$ cat config.mk
export PLATFORM = sky130hd
export DESIGN_NAME = egg_timer_ctrl
export DESIGN_NICKNAME = d
export VERILOG_FILES = /design/src/rtl/egg_timer_pkg.sv /design/src/rtl/btn_edge_repeat.sv /design/src/rtl/egg_timer_ctrl.sv
export SDC_FILE = /design/constraint.sdc
export NUM_CORES = 1
export LEC_CHECK = 0
export ABC_AREA = 0
export ABC_CLOCK_PERIOD_IN_PS = 2800
export CORE_MARGIN = 10
export CORE_UTILIZATION = 45
export DETAILED_ROUTE_END_ITERATION = 10
export DONT_BUFFER_PORTS = 1
export PLACE_DENSITY = 0.6
export SLEW_MARGIN = 20
export SYNTH_ARGS = -nofsm -noshare
export SYNTH_HDL_FRONTEND = slang
export SYNTH_SLANG_ARGS = --single-unit
$ cat constraint.sdc
create_clock -name clk -period 2.8 [get_ports clk]
set_input_delay 0.42 -clock clk [delete_from_list [all_inputs] [get_ports clk]]
set_output_delay 0.42 -clock clk [all_outputs]
set_load 0.01 [all_outputs]
$ cat src/rtl/egg_timer_pkg.sv
// Shared types and widths for the egg timer control block.
// State encoding is visible on the top-level state port.
package egg_timer_pkg;

    typedef enum logic [1:0] {
        ST_IDLE  = 2'd0,
        ST_RUN   = 2'd1,
        ST_PAUSE = 2'd2,
        ST_ALARM = 2'd3
    } timer_state_t;

    localparam int MIN_W = 7;
    localparam int SEC_W = 6;
    localparam logic [SEC_W-1:0] SEC_MAX = 6'd59;

endpackage

$ cat src/rtl/btn_edge_repeat.sv
// Edge detector with hold-to-repeat for one debounced set button.
// Steps only while enabled and not inhibited by the other set button.
module btn_edge_repeat #(
    parameter int REPEAT_DELAY  = 25_000_000,
    parameter int REPEAT_PERIOD = 5_000_000
) (
    input  logic clk,
    input  logic rst,
    input  logic btn,
    input  logic enable,
    input  logic inhibit,
    output logic step
);

    localparam int HW = (REPEAT_DELAY > 1) ? $clog2(REPEAT_DELAY) : 1;
    localparam logic [HW-1:0] LAST   = HW'(REPEAT_DELAY - 1);
    localparam logic [HW-1:0] RELOAD = HW'(REPEAT_DELAY - REPEAT_PERIOD);

    logic          prev;
    logic [HW-1:0] hold;
    logic          press;
    logic          active;

    always_comb begin
        press  = btn & ~prev;
        active = btn & enable & ~inhibit;
        step   = active & (press | (hold == LAST));
    end

    always_ff @(posedge clk) begin
        if (!rst) begin
            prev <= 1'b0;
            hold <= '0;
        end else begin
            prev <= btn;
            if (!active || press)
                hold <= '0;
            else if (hold == LAST)
                hold <= RELOAD;
            else
                hold <= hold + 1'b1;
        end
    end

endmodule

$ cat src/rtl/egg_timer_ctrl.sv
// Egg timer control: minute setting, mm:ss countdown, pause/cancel
// and a self-clearing alarm.
module egg_timer_ctrl
    import egg_timer_pkg::*;
#(
    parameter int TICK_DIV      = 50_000_000,
    parameter int MAX_MIN       = 99,
    parameter int REPEAT_DELAY  = 25_000_000,
    parameter int REPEAT_PERIOD = 5_000_000,
    parameter int ALARM_SECS    = 30
) (
    input  logic             clk,
    input  logic             rst,
    input  logic             btn_start,
    input  logic             btn_up,
    input  logic             btn_down,
    output logic [MIN_W-1:0] minutes,
    output logic [SEC_W-1:0] seconds,
    output logic             running,
    output logic             alarm,
    output logic [1:0]       state
);

    localparam int PW  = $clog2(TICK_DIV);
    localparam int ASW = (ALARM_SECS > 1) ? $clog2(ALARM_SECS) : 1;
    localparam logic [PW-1:0]    PS_LAST = PW'(TICK_DIV - 1);
    localparam logic [ASW-1:0]   AS_LAST = ASW'(ALARM_SECS - 1);
    localparam logic [MIN_W-1:0] MM_MAX  = MIN_W'(MAX_MIN);

    timer_state_t     st_q, st_n;
    logic [MIN_W-1:0] mm_q, mm_n, mm_dec;
    logic [SEC_W-1:0] ss_q, ss_n, ss_dec;
    logic [PW-1:0]    presc_q, presc_n;
    logic [ASW-1:0]   asec_q, asec_n;
    logic             running_q, alarm_q;
    logic             prev_start, prev_up, prev_down;
    logic             start_p, up_p, down_p;
    logic             up_step, down_step;
    logic             wrap, dec_zero, in_idle;

    assign in_idle = (st_q == ST_IDLE);

    btn_edge_repeat #(
        .REPEAT_DELAY (REPEAT_DELAY),
        .REPEAT_PERIOD(REPEAT_PERIOD)
    ) u_up (
        .clk    (clk),
        .rst    (rst),
        .btn    (btn_up),
        .enable (in_idle),
        .inhibit(btn_down),
        .step   (up_step)
    );

    btn_edge_repeat #(
        .REPEAT_DELAY (REPEAT_DELAY),
        .REPEAT_PERIOD(REPEAT_PERIOD)
    ) u_down (
        .clk    (clk),
        .rst    (rst),
        .btn    (btn_down),
        .enable (in_idle),
        .inhibit(btn_up),
        .step   (down_step)
    );

    always_comb begin
        start_p = btn_start & ~prev_start;
        up_p    = btn_up & ~prev_up;
        down_p  = btn_down & ~prev_down;
        wrap    = (presc_q == PS_LAST);
        mm_dec  = mm_q;
        ss_dec  = ss_q - 1'b1;
        if (ss_q == '0) begin
            ss_dec = SEC_MAX;
            mm_dec = mm_q - 1'b1;
        end
        dec_zero = (mm_dec == '0) && (ss_dec == '0);
    end

    always_comb begin
        st_n    = st_q;
        mm_n    = mm_q;
        ss_n    = ss_q;
        presc_n = presc_q;
        asec_n  = '0;
        unique case (st_q)
            ST_IDLE: begin
                ss_n    = '0;
                presc_n = '0;
                if (start_p) begin
                    if (mm_q != '0 || ss_q != '0)
                        st_n = ST_RUN;
                end else if (up_step && !down_step) begin
                    if (mm_q != MM_MAX)
                        mm_n = mm_q + 1'b1;
                end else if (down_step && !up_step) begin
                    if (mm_q != '0)
                        mm_n = mm_q - 1'b1;
                end
            end
            ST_RUN: begin
                if (wrap) begin
                    presc_n = '0;
                    mm_n    = mm_dec;
                    ss_n    = ss_dec;
                    if (dec_zero)
                        st_n = ST_ALARM;
                    else if (start_p)
                        st_n = ST_PAUSE;
                end else if (start_p) begin
                    st_n = ST_PAUSE;
                end else begin
                    presc_n = presc_q + 1'b1;
                end
            end
            ST_PAUSE: begin
                if (down_p) begin
                    st_n = ST_IDLE;
                    mm_n = '0;
                    ss_n = '0;
                end else if (start_p) begin
                    st_n = ST_RUN;
                end
            end
            ST_ALARM: begin
                mm_n = '0;
                ss_n = '0;
                if (start_p || up_p || down_p) begin
                    st_n = ST_IDLE;
                end else if (wrap) begin
                    presc_n = '0;
                    if (asec_q == AS_LAST)
                        st_n = ST_IDLE;
                    else
                        asec_n = asec_q + 1'b1;
                end else begin
                    presc_n = presc_q + 1'b1;
                    asec_n  = asec_q;
                end
            end
        endcase
    end

    always_ff @(posedge clk) begin
        if (!rst) begin
            st_q       <= ST_IDLE;
            mm_q       <= '0;
            ss_q       <= '0;
            presc_q    <= '0;
            asec_q     <= '0;
            running_q  <= 1'b0;
            alarm_q    <= 1'b0;
            prev_start <= 1'b0;
            prev_up    <= 1'b0;
            prev_down  <= 1'b0;
        end else begin
            st_q       <= st_n;
            mm_q       <= mm_n;
            ss_q       <= ss_n;
            presc_q    <= presc_n;
            asec_q     <= asec_n;
            running_q  <= (st_n == ST_RUN);
            alarm_q    <= (st_n == ST_ALARM);
            prev_start <= btn_start;
            prev_up    <= btn_up;
            prev_down  <= btn_down;
        end
    end

    assign minutes = mm_q;
    assign seconds = ss_q;
    assign running = running_q;
    assign alarm   = alarm_q;
    assign state   = st_q;

endmodule
==> impl_metrics.tcl, run 1 <==
set metrics [dict create \
    finalSetupViolCount 0 \
    grt_start_max_net_pins 18 \
    synthFlopType "dfxtp_1" \
    wl_mm 12.9 \
    num_rows 39 \
    syn_to_final_growth_pct 11.2 \
    gp_congestion 0.944 \
    grt_use_total 0.157 \
    cts_inserted_buffers 9 \
    drtPass1Iterations 5 \
    slew_violations 0 \
    layoutNonFillerInstCount 828 \
    first_global_vias 4471 \
    async_reset_ff_frac 0 \
    avgSynthCellArea_sq_um 8.12 \
    cts_tree "yes" \
    crit_arrival_ps 2870 \
    netlist_instances 663 \
    clk_pin_slew_worst_paths_ps 70 \
    ys_warn_count 0 \
    status "complete, no violations" \
    antenna_found_initial 0 \
    synth_seq_area_share 0.376 \
    clock_latency_ps 350 \
    hold_start "btn_start" \
    drt-wirelength-per-cell_microns 15.6 \
    timing.hold.ws_ps 188 \
    fin_nets 695 \
    antennaDiodeCount 0 \
    drt-initial-drc-count 322 \
    worstSetupStartpoint "u_up.hold[0]$_SDFF_PP0_" \
    slew_headroom 0.502 \
    rsz0062_at_grt "no" \
    cts-root-buf "clkbuf_16" \
    cts_max_level 3 \
    finClkSkew_ps 6.13 \
    grt_overflow 0 \
    drive_gt1_frac 0.102 \
    synth_top_area_frac 0.376 \
    vias 4837 \
    reg2reg_from "u_up.hold[0]$_SDFF_PP0_" \
    max_cap_violations 0 \
    dpl.hpwl_mm 9.46 \
    post-cts-setup-buffers 0 \
    hp-class "primary input to register" \
    leakage_uw 0.00187 \
    setup_tns_ps 0 \
    synth-seq-cells 101 \
    fp.dieH_microns 129 \
    ios 22 \
    final.min_clock_period_ps 2620 \
    start_util 0.466 \
    die_area_sq_um 16700 \
    hold_violations 0 \
    tightest_slew_ps 743 \
    cts_sinks 101 \
    synth_area_leader_cell "dfxtp_1" \
    ant_nets 0 \
    max_freq_ghz 0.381 \
    syn_nets 678 \
    ys_top_cells_by_area "dfxtp_1 38%, nor2_1 6.8%, xnor2_1 5.2%" \
    crit_type "register to register" \
    power.density_nw_per_um2 748 \
    port_buffers 0 \
    end_kind "register" \
    cp.required_ps 3050 \
    dp.cells 812 \
    viasPerCell 5.84 \
    fp.dieW_microns 129 \
    grt_pass1_wl_mm 21.6 \
    core_sq_um 11600 \
    clockBufferDepth 2 \
    drc_errors 0 \
    cp-start-kind "register" \
    synth_edf_count 0 \
    synth_cell_types 70 \
    peakVddDrop_mv 0.456 \
    min_period_over_period 0.937 \
    netlist_area_sq_um 5380 \
    crit_fanout 6 \
]
-- synthesized netlist by cell type, drive strengths merged, types with 3 or more instances --
master and instances:
or4 9, o31ai 4, nor2b 5, and2 3, ha 10, or3 16, o21ai 27, nor3 17
a31oi 7, mux2i 6, o221a 4, a21oi 28, nand3 47, o22a 3, o41ai 6, or2 5
and3 6, xor2 25, nand2 38, clkbuf 26, inv 28, dfxtp 101, nor4b 7, nor2 98
xnor2 32, a211oi 6, nor4 13, nand2b 12, o21a 3, and4 5, nand4 29
-- stage by stage --
step | instance area [sq um] | setup WS, ps | power, uW | utilization
2_1_floorplan | 5380 | 276 | 2790 | -
3_3_place_gp | 5700 | 229 | 3280 | 0.493
3_5_place_dp | 5700 | 184 | 3310 | 0.493
4_1_cts | 5980 | 170 | 4490 | 0.517
5_1_grt | 5980 | 45.3 | 4760 | 0.517
6_report | 5980 | 176 | 4480 | 0.517
-- flip-flops by register name (all words and copies together), names as in the netlist, 2 cells and up --
register and flops:
state 2, seconds 6, u_up.hold 25, asec_q 5, presc_q 26, minutes 7, u_down.hold 25
-- final cells by class --
class	count	area (sq um)
Clock inverter	6	43.8
Clock buffer	10	229
Inverter	28	105
Sequential cell	101	2020
Timing Repair Buffer	34	255
Tap cell	143	179
Fill cell	1126	5580
Multi-Input combinational cell	506	3150
-- placed cells by master, fill, tap and decap left out, drive strengths merged, types with 16 or more instances in the layout --
master and n:
nand2 38, nand4 29, or3 16, nand3 47, dfxtp 101, nor3 17
nor2 98, o21ai 27, buf 34, xor2 25, inv 31, a21oi 28
xnor2 32
-- path summary, 6_finish.rpt --
path | to | slack, ps | depth (start not counted)
setup / recovery | minutes[5]$_SDFFE_PN0P_ | 180 | 7
hold / removal | prev_start$_SDFF_PN0_ | 190 | 1
hold reg to reg | u_up.hold[0]$_SDFF_PP0_ | 460 | 1
setup reg to reg | minutes[5]$_SDFFE_PN0P_ | 180 | 7
-- layer usage --
metal  up-vias  track usage  routed length [microns]
li1       2427            -                        -
met5         -            0                        0
met2       113        0.253                     5990
met4         0       0.0455                      188
met3        20       0.0436                      702
met1      2277        0.201                     6030
-- kinds of logic after synthesis --
group | after synthesis | share of synthesized area
simple gates | 318 | 0.307
compound gates | 115 | 0.149
flops | 101 | 0.376
xor+xnor | 57 | 0.0927
buf+inv | 56 | 0.0407
fa+ha+maj | 10 | 0.0232
mux | 6 | 0.0112
-- report_power, final --
part / switching, uW / internal [uW]
sequential: 128 / 1530
clock: 566 / 610
combinational: 960 / 682
total: 1650 / 2820
-- critical path, stage by stage (launching register included) --
cell and delay, ps:
dfxtp_1 380, ha_1 220, nand3_2 140, or4_4 520, o22a_4 260, or3_1 400
a311o_1 360, a32o_1 250
-- what timing repair did --
| item | CTS | global route |
|---|---|---|
| setup endpoints to repair | 0 | 3 |
| hold buffers | 0 | 0 |
| resized for setup | 0 | 1 |
Note: power is estimated with default switching activity, not from simulation.
==> run 2: changes to the inputs <==
REMOVE_ABC_BUFFERS = 1   (was default)
SYNTH_HIERARCHICAL = 1   (was default)
==> run 2 against run 1 <==
Compared with the run above:
- maximum frequency shrank 3.6%
- die area rose by 2.2%
- first-iteration DRC count is 20% higher
- register-to-register slack got worse by 97 ps
- critical path type unchanged
- critical endpoint is now minutes[3]$_SDFFE_PN0P_
- largest cell class unchanged
==> impl_metrics.tcl, run 2 <==
set metrics [dict create \
    cts_inserted_buffers 9 \
    crit_fanout 4 \
    fin_nets 736 \
    gp_congestion 0.891 \
    synth_top_area_frac 0.373 \
    fp.dieH_microns 131 \
    min_to "minutes[2]$_SDFFE_PN0P_" \
    synth_area_leader_cell "dfxtp_1" \
    slew_violations 0 \
    worstRegToRegCells 11 \
    num_rows 40 \
    post-route-util 0.538 \
    layout_common_cells "93 x dfxtp_1, 74 x nor2_1, 64 x buf_4" \
    end_kind "register" \
    synth_cell_types 66 \
    cp.required_ps 3060 \
    largest_register "presc_q" \
    cts-root-buf "clkbuf_16" \
    wl_mm 13.9 \
    r2r-end "minutes[3]$_SDFFE_PN0P_" \
    drc_errors 0 \
    hold_start "rst" \
    place_area_sq_um 6060 \
    clockBufferDepth 2 \
    dp.cells 855 \
    synth_most_common_cell "dfxtp_1" \
    drive_gt1_frac 0.171 \
    ys_top_cells_by_area "dfxtp_1 37%, nor2_1 5.0%, xor2_1 4.8%" \
    hp-class "primary input to register" \
    drt-initial-drc-count 388 \
    crit_arrival_ps 2980 \
    power.density_nw_per_um2 568 \
    netlist_instances 667 \
    path_buf_inv 1 \
    ant_nets 0 \
    tightest_slew_ps 751 \
    syn_to_final_growth_pct 17.0 \
    final.fill_count 1137 \
    ys_warn_count 6 \
    drt-wirelength-per-cell_microns 15.9 \
    grt_pass1_wl_mm 23.4 \
    synthFlopType "dfxtp_1" \
    slowest_stage "or3_4" \
    fp.dieW_microns 131 \
    finalSetupViolCount 0 \
    crit_family "simple AND/OR/NAND/NOR gates" \
    slew_headroom 0.499 \
    cts_sinks 103 \
    clock_latency_ps 350 \
    dpl.hpwl_mm 9.97 \
    synth-seq-cells 103 \
    crit_path_cell_trace "ha_1 > and4_4 > nand2_2 > or3_4 > a21boi_2 > buf_4 > nor4bb_4 > and3_1 > a31oi_1 > or3_1 > a221oi_2" \
    hold_violations 0 \
    cts_max_level 3 \
    clk_pin_slew_worst_paths_ps 70 \
    reg2reg_from "u_up/hold[0]$_SDFF_PP0_" \
    start_util 0.460 \
    synth_common_cells "103 x dfxtp_1, 74 x nor2_1, 50 x nand2_1" \
    grt_start_max_net_pins 25 \
    netlist_area_sq_um 5520 \
    layout_commonest_cell "dfxtp_1" \
    synth_edf_count 0 \
    leakage_uw 0.00221 \
    first_global_vias 4937 \
    antenna_found_initial 0 \
    largest_register_ffs 26 \
    max_cap_violations 0 \
    status "complete, no violations" \
    synth_seq_area_share 0.373 \
    rrSetupSlack_ps 80 \
    reg_top3 "presc_q x26, u_down/hold x25, u_up/hold x25" \
    avgSynthCellArea_sq_um 8.28 \
    grt_overflow 0 \
    async_reset_ff_frac 0 \
    crit_type "register to register" \
    min_path_cells 1 \
    timing.hold.ws_ps 187 \
    seq_area_sq_um 2070 \
    post-place-ws_ps -42.9 \
    port_buffers 0 \
    max_freq_ghz 0.368 \
    antennaDiodeCount 0 \
    vias 5210 \
    cp-start-kind "register" \
    min_period_over_period 0.972 \
    slowest_delay_ps 400 \
    final.min_clock_period_ps 2720 \
    cts_hold_buf 0 \
    multiInputGateArea_sq_um 3400 \
    grt_use_total 0.166 \
    peakVddDrop_mv 0.413 \
    fin_ws_ps 78.9 \
    ios 22 \
    layoutNonFillerInstCount 873 \
    core_sq_um 12000 \
    fin_area_sq_um 6460 \
    cts_tree "yes" \
    viasPerCell 5.97 \
    die_area_sq_um 17100 \
    drtPass1Iterations 5 \
    finClkSkew_ps 6.29 \
]
-- run 2: changes by cell type in the layout (fill, tap and decap cells not counted), sizes merged, moves of 13 or more --
| cell | delta |
|---|---|
| xnor2 | -15 |
| nand3 | -14 |
| buf | +30 |
| nor2 | -23 |
| a21oi | +16 |
| and3 | +13 |
| inv | -14 |
-- run 2: stage by stage --
| stage | total power, uW | TNS [ps] |
|---|---|---|
| after floorplan | 2230 | -96.3 |
| after global placement | 2510 | 0 |
| after detailed placement | 2520 | -42.9 |
| after CTS | 3660 | 0 |
| after global routing | 3870 | -71.6 |
| final | 3670 | 0 |
-- run 2: cell type report --
class,count,share of cell area
sequential,103,0.321
clock inverter,1,0.000775
clock buffer,15,0.0384
inverter,18,0.0105
multi-input combinational,525,0.526
tap,147,0.0285
timing repair buffer,64,0.0744
-- run 2: worst max-delay path by stage --
| stage | from | endpoint | slack [ps] | cells after the start |
|---|---|---|---|---|
| floorplan | u_down/hold[0]$_SDFF_PP0_ | minutes[3]$_SDFFE_PN0P_ | -100 | 11 |
| global placement | u_up/hold[21]$_SDFF_PP0_ | minutes[3]$_SDFFE_PN0P_ | 40 | 10 |
| detailed placement | u_up/hold[21]$_SDFF_PP0_ | minutes[3]$_SDFFE_PN0P_ | -40 | 10 |
| CTS | u_up/hold[13]$_SDFF_PP0_ | minutes[3]$_SDFFE_PN0P_ | 20 | 10 |
| global route | u_up/hold[0]$_SDFF_PP0_ | minutes[3]$_SDFFE_PN0P_ | -60 | 11 |
| finish | u_up/hold[0]$_SDFF_PP0_ | minutes[3]$_SDFFE_PN0P_ | 80 | 11 |
-- run 2: logic make-up (layout without fill, tap and decap cells) --
kind of cell | after synthesis | in the layout | share of synthesized area
AND/OR/NAND/NOR | 327 | 327 | 0.332
AO/OA/AOI/OAI | 137 | 137 | 0.158
flip-flops | 103 | 103 | 0.373
XOR/XNOR | 47 | 47 | 0.0746
buffers and inverters | 39 | 98 | 0.0322
adder cells (fa/ha/maj) | 10 | 10 | 0.0227
multiplexers | 4 | 4 | 0.00725
-- run 2: timing repair --
item                       CTS  global route
buffers inserted             1             1
pin swaps                    1            12
setup endpoints to repair    3             7
resized for setup            2            34
-- run 2: power breakdown --
part | internal, uW | switching [uW] | leakage (uW) | total, uW
Clock | 604 | 518 | 0.000122 | 1120
Combinational | 354 | 571 | 0.00125 | 924
Sequential | 1520 | 98.1 | 0.000837 | 1620
-- run 2: metal layers --
metal	vias to the layer above	GRT usage	part of all wire
met3	14	0.0395	0.047
met5	-	0	0
met2	118	0.286	0.49
li1	2572	-	-
met1	2506	0.203	0.45
met4	0	0.0458	0.012
==> run 3: changes to the inputs <==
SYNTH_HIERARCHICAL = default   (was 1)
==> run 3 against run 2 <==
Compared with the run above:
- highest routed layer unchanged
- largest power group unchanged
- largest cell class unchanged
- via count decreased by 7.0%
- critical path type unchanged
- critical endpoint is now minutes[5]$_SDFFE_PN0P_
- worst hold slack improved by 5.0 ps
- sequential power about the same
- count of clock-buffer cells in the layout shrank 5
- combinational power up 75%
- power rose by 22%
- global-route usage is 0.53 points lower
- non-clock buffer count shrank 33
- register-to-register slack better by 80 ps
==> impl_metrics.tcl, run 3 (synthesis results as in run 1) <==
set metrics [dict create \
    place_area_sq_um 5680 \
    final.min_clock_period_ps 2640 \
    cp-start-kind "register" \
    dpl.hpwl_mm 9.41 \
    post-place-ws_ps 178 \
    tightest_slew_ps 805 \
    drt-wirelength-per-cell_microns 15.8 \
    post-route-util 0.516 \
    seq_area_sq_um 2020 \
    pwr-share-comb 0.362 \
    highest_layer "met4" \
    finalSetupViolCount 0 \
    min_path_cells 1 \
    fin_area_sq_um 5970 \
    finClkSkew_ps 8.50 \
    worstRegToRegCells 7 \
    crit_fanout 6 \
    crit_path_cell_trace "ha_1 > nand3_2 > or4_4 > o22a_4 > or3_1 > a311o_1 > a32o_1" \
    slew_headroom 0.460 \
    largest_register "presc_q" \
    drive_gt1_frac 0.0968 \
    hold_start "rst" \
    met3_length_microns 673 \
    clockBufferDepth 2 \
    crit_type "register to register" \
    largest_register_ffs 26 \
    ant_nets 0 \
    post-cts-setup-buffers 0 \
    cts_tree "yes" \
    start_util 0.466 \
    rsz0062_at_grt "no" \
    drc_errors 0 \
    cts_sinks 101 \
    p_clk_frac 0.269 \
    grt_pass1_wl_mm 22.3 \
    drtPass1Iterations 5 \
    port_buffers 0 \
    grt_start_max_net_pins 19 \
    hp-class "primary input to register" \
    swShare 0.373 \
    power.switching_uw 1670 \
    layout_commonest_cell "dfxtp_1" \
    antenna_found_initial 0 \
    multiInputGateArea_sq_um 3140 \
    peakVddDrop_mv 0.347 \
    end_kind "register" \
    power.density_nw_per_um2 752 \
    fin_ws_ps 156 \
    fp.dieH_microns 129 \
    gp_congestion 0.875 \
    route.met2.wl_mm 5.99 \
    viasPerCell 5.87 \
    fp.dieW_microns 129 \
    min_period_over_period 0.944 \
    status "complete, no violations" \
    reg_top3 "presc_q x26, u_down.hold x25, u_up.hold x25" \
    cts-root-buf "clkbuf_16" \
    cp.required_ps 3050 \
    first_global_vias 4600 \
    cts_hold_buf 0 \
    worstSetupStartpoint "u_up.hold[0]$_SDFF_PP0_" \
    grt_overflow 0 \
    wl_mm 13.0 \
    layout_common_cells "101 x dfxtp_1, 98 x nor2_1, 46 x nand3_1" \
    clk_pin_slew_worst_paths_ps 70 \
    m1WireLength_mm 6.17 \
    slowest_delay_ps 530 \
    max_freq_ghz 0.378 \
    clock_latency_ps 360 \
    p_int_uw 2810 \
    num_rows 39 \
    cts_max_level 3 \
    syn_to_final_growth_pct 10.8 \
    fin_nets 692 \
    ios 22 \
    totalPowerFinal_uw 4490 \
    drt-initial-drc-count 446 \
    slowest_stage "or4_4" \
    die_area_sq_um 16700 \
    max_cap_violations 0 \
    cts_inserted_buffers 9 \
    slew_violations 0 \
    grt_use_total 0.161 \
    core_sq_um 11600 \
    vias 4844 \
    antennaDiodeCount 0 \
    reg2reg_from "u_up.hold[0]$_SDFF_PP0_" \
    final.fill_count 1125 \
    leakage_uw 0.00185 \
    setup_tns_ps 0 \
    crit_arrival_ps 2900 \
    rrSetupSlack_ps 160 \
    p_seq_frac 0.369 \
    hold_violations 0 \
]
run 3: cell count changes in the layout (fill, tap and decap cells not counted), moves of 13 or more:
cell and delta:
a21oi_1 -16, nor2_1 +24, buf_4 -33, nand3_1 +13, xnor2_1 +15
run 3: power groups by stage:
stage	Sequential [uW]	Clock, uW	Combinational, uW
floorplan	1750	0	981
global placement	1680	0	1570
detailed placement	1680	0	1590
CTS	1650	1240	1600
global route	1670	1300	1790
finish	1650	1210	1620
run 3: final cells by class:
cell class,count,area share
clock buffers,10,0.0384
clock inverters,6,0.00923
inverters,28,0.0176
multi-input cells,506,0.527
flip-flops and latches,101,0.339
well taps,143,0.0300
repair buffers,31,0.0390
run 3: metrics by stage:
step / cells / hold WS (ps)
after CTS: 825 / 175
after detailed placement: 809 / 462
final: 825 / 192
after floorplan: 635 / 430
after global placement: 809 / 442
after global routing: 825 / 187
run 3: repair_timing:
item | CTS | global route
hold endpoints to repair | 0 | 0
setup endpoints to repair | 0 | 1
gates resized for setup | 0 | 1
run 3: metal layers:
metal,track usage,vias to the layer above
li1,-,2428
met1,0.203,2292
met2,0.264,108
met3,0.0453,16
met4,0.0462,0
met5,0,-
run 3: final timing paths:
path | end
setup / recovery | minutes[5]$_SDFFE_PN0P_
hold / removal | presc_q[6]$_SDFFE_PN0P_
setup reg to reg | minutes[5]$_SDFFE_PN0P_
hold reg to reg | u_down.hold[0]$_SDFF_PP0_
run 3: critical path: cells and delay by family, from the launching register on:
| family | cells | cell delay (ps) |
|---|---|---|
| and+or+nand+nor | 3 | 1070 |
| DFF | 1 | 380 |
| adders and majority gates | 1 | 220 |
| AOI/OAI and AO/OA | 3 | 870 |
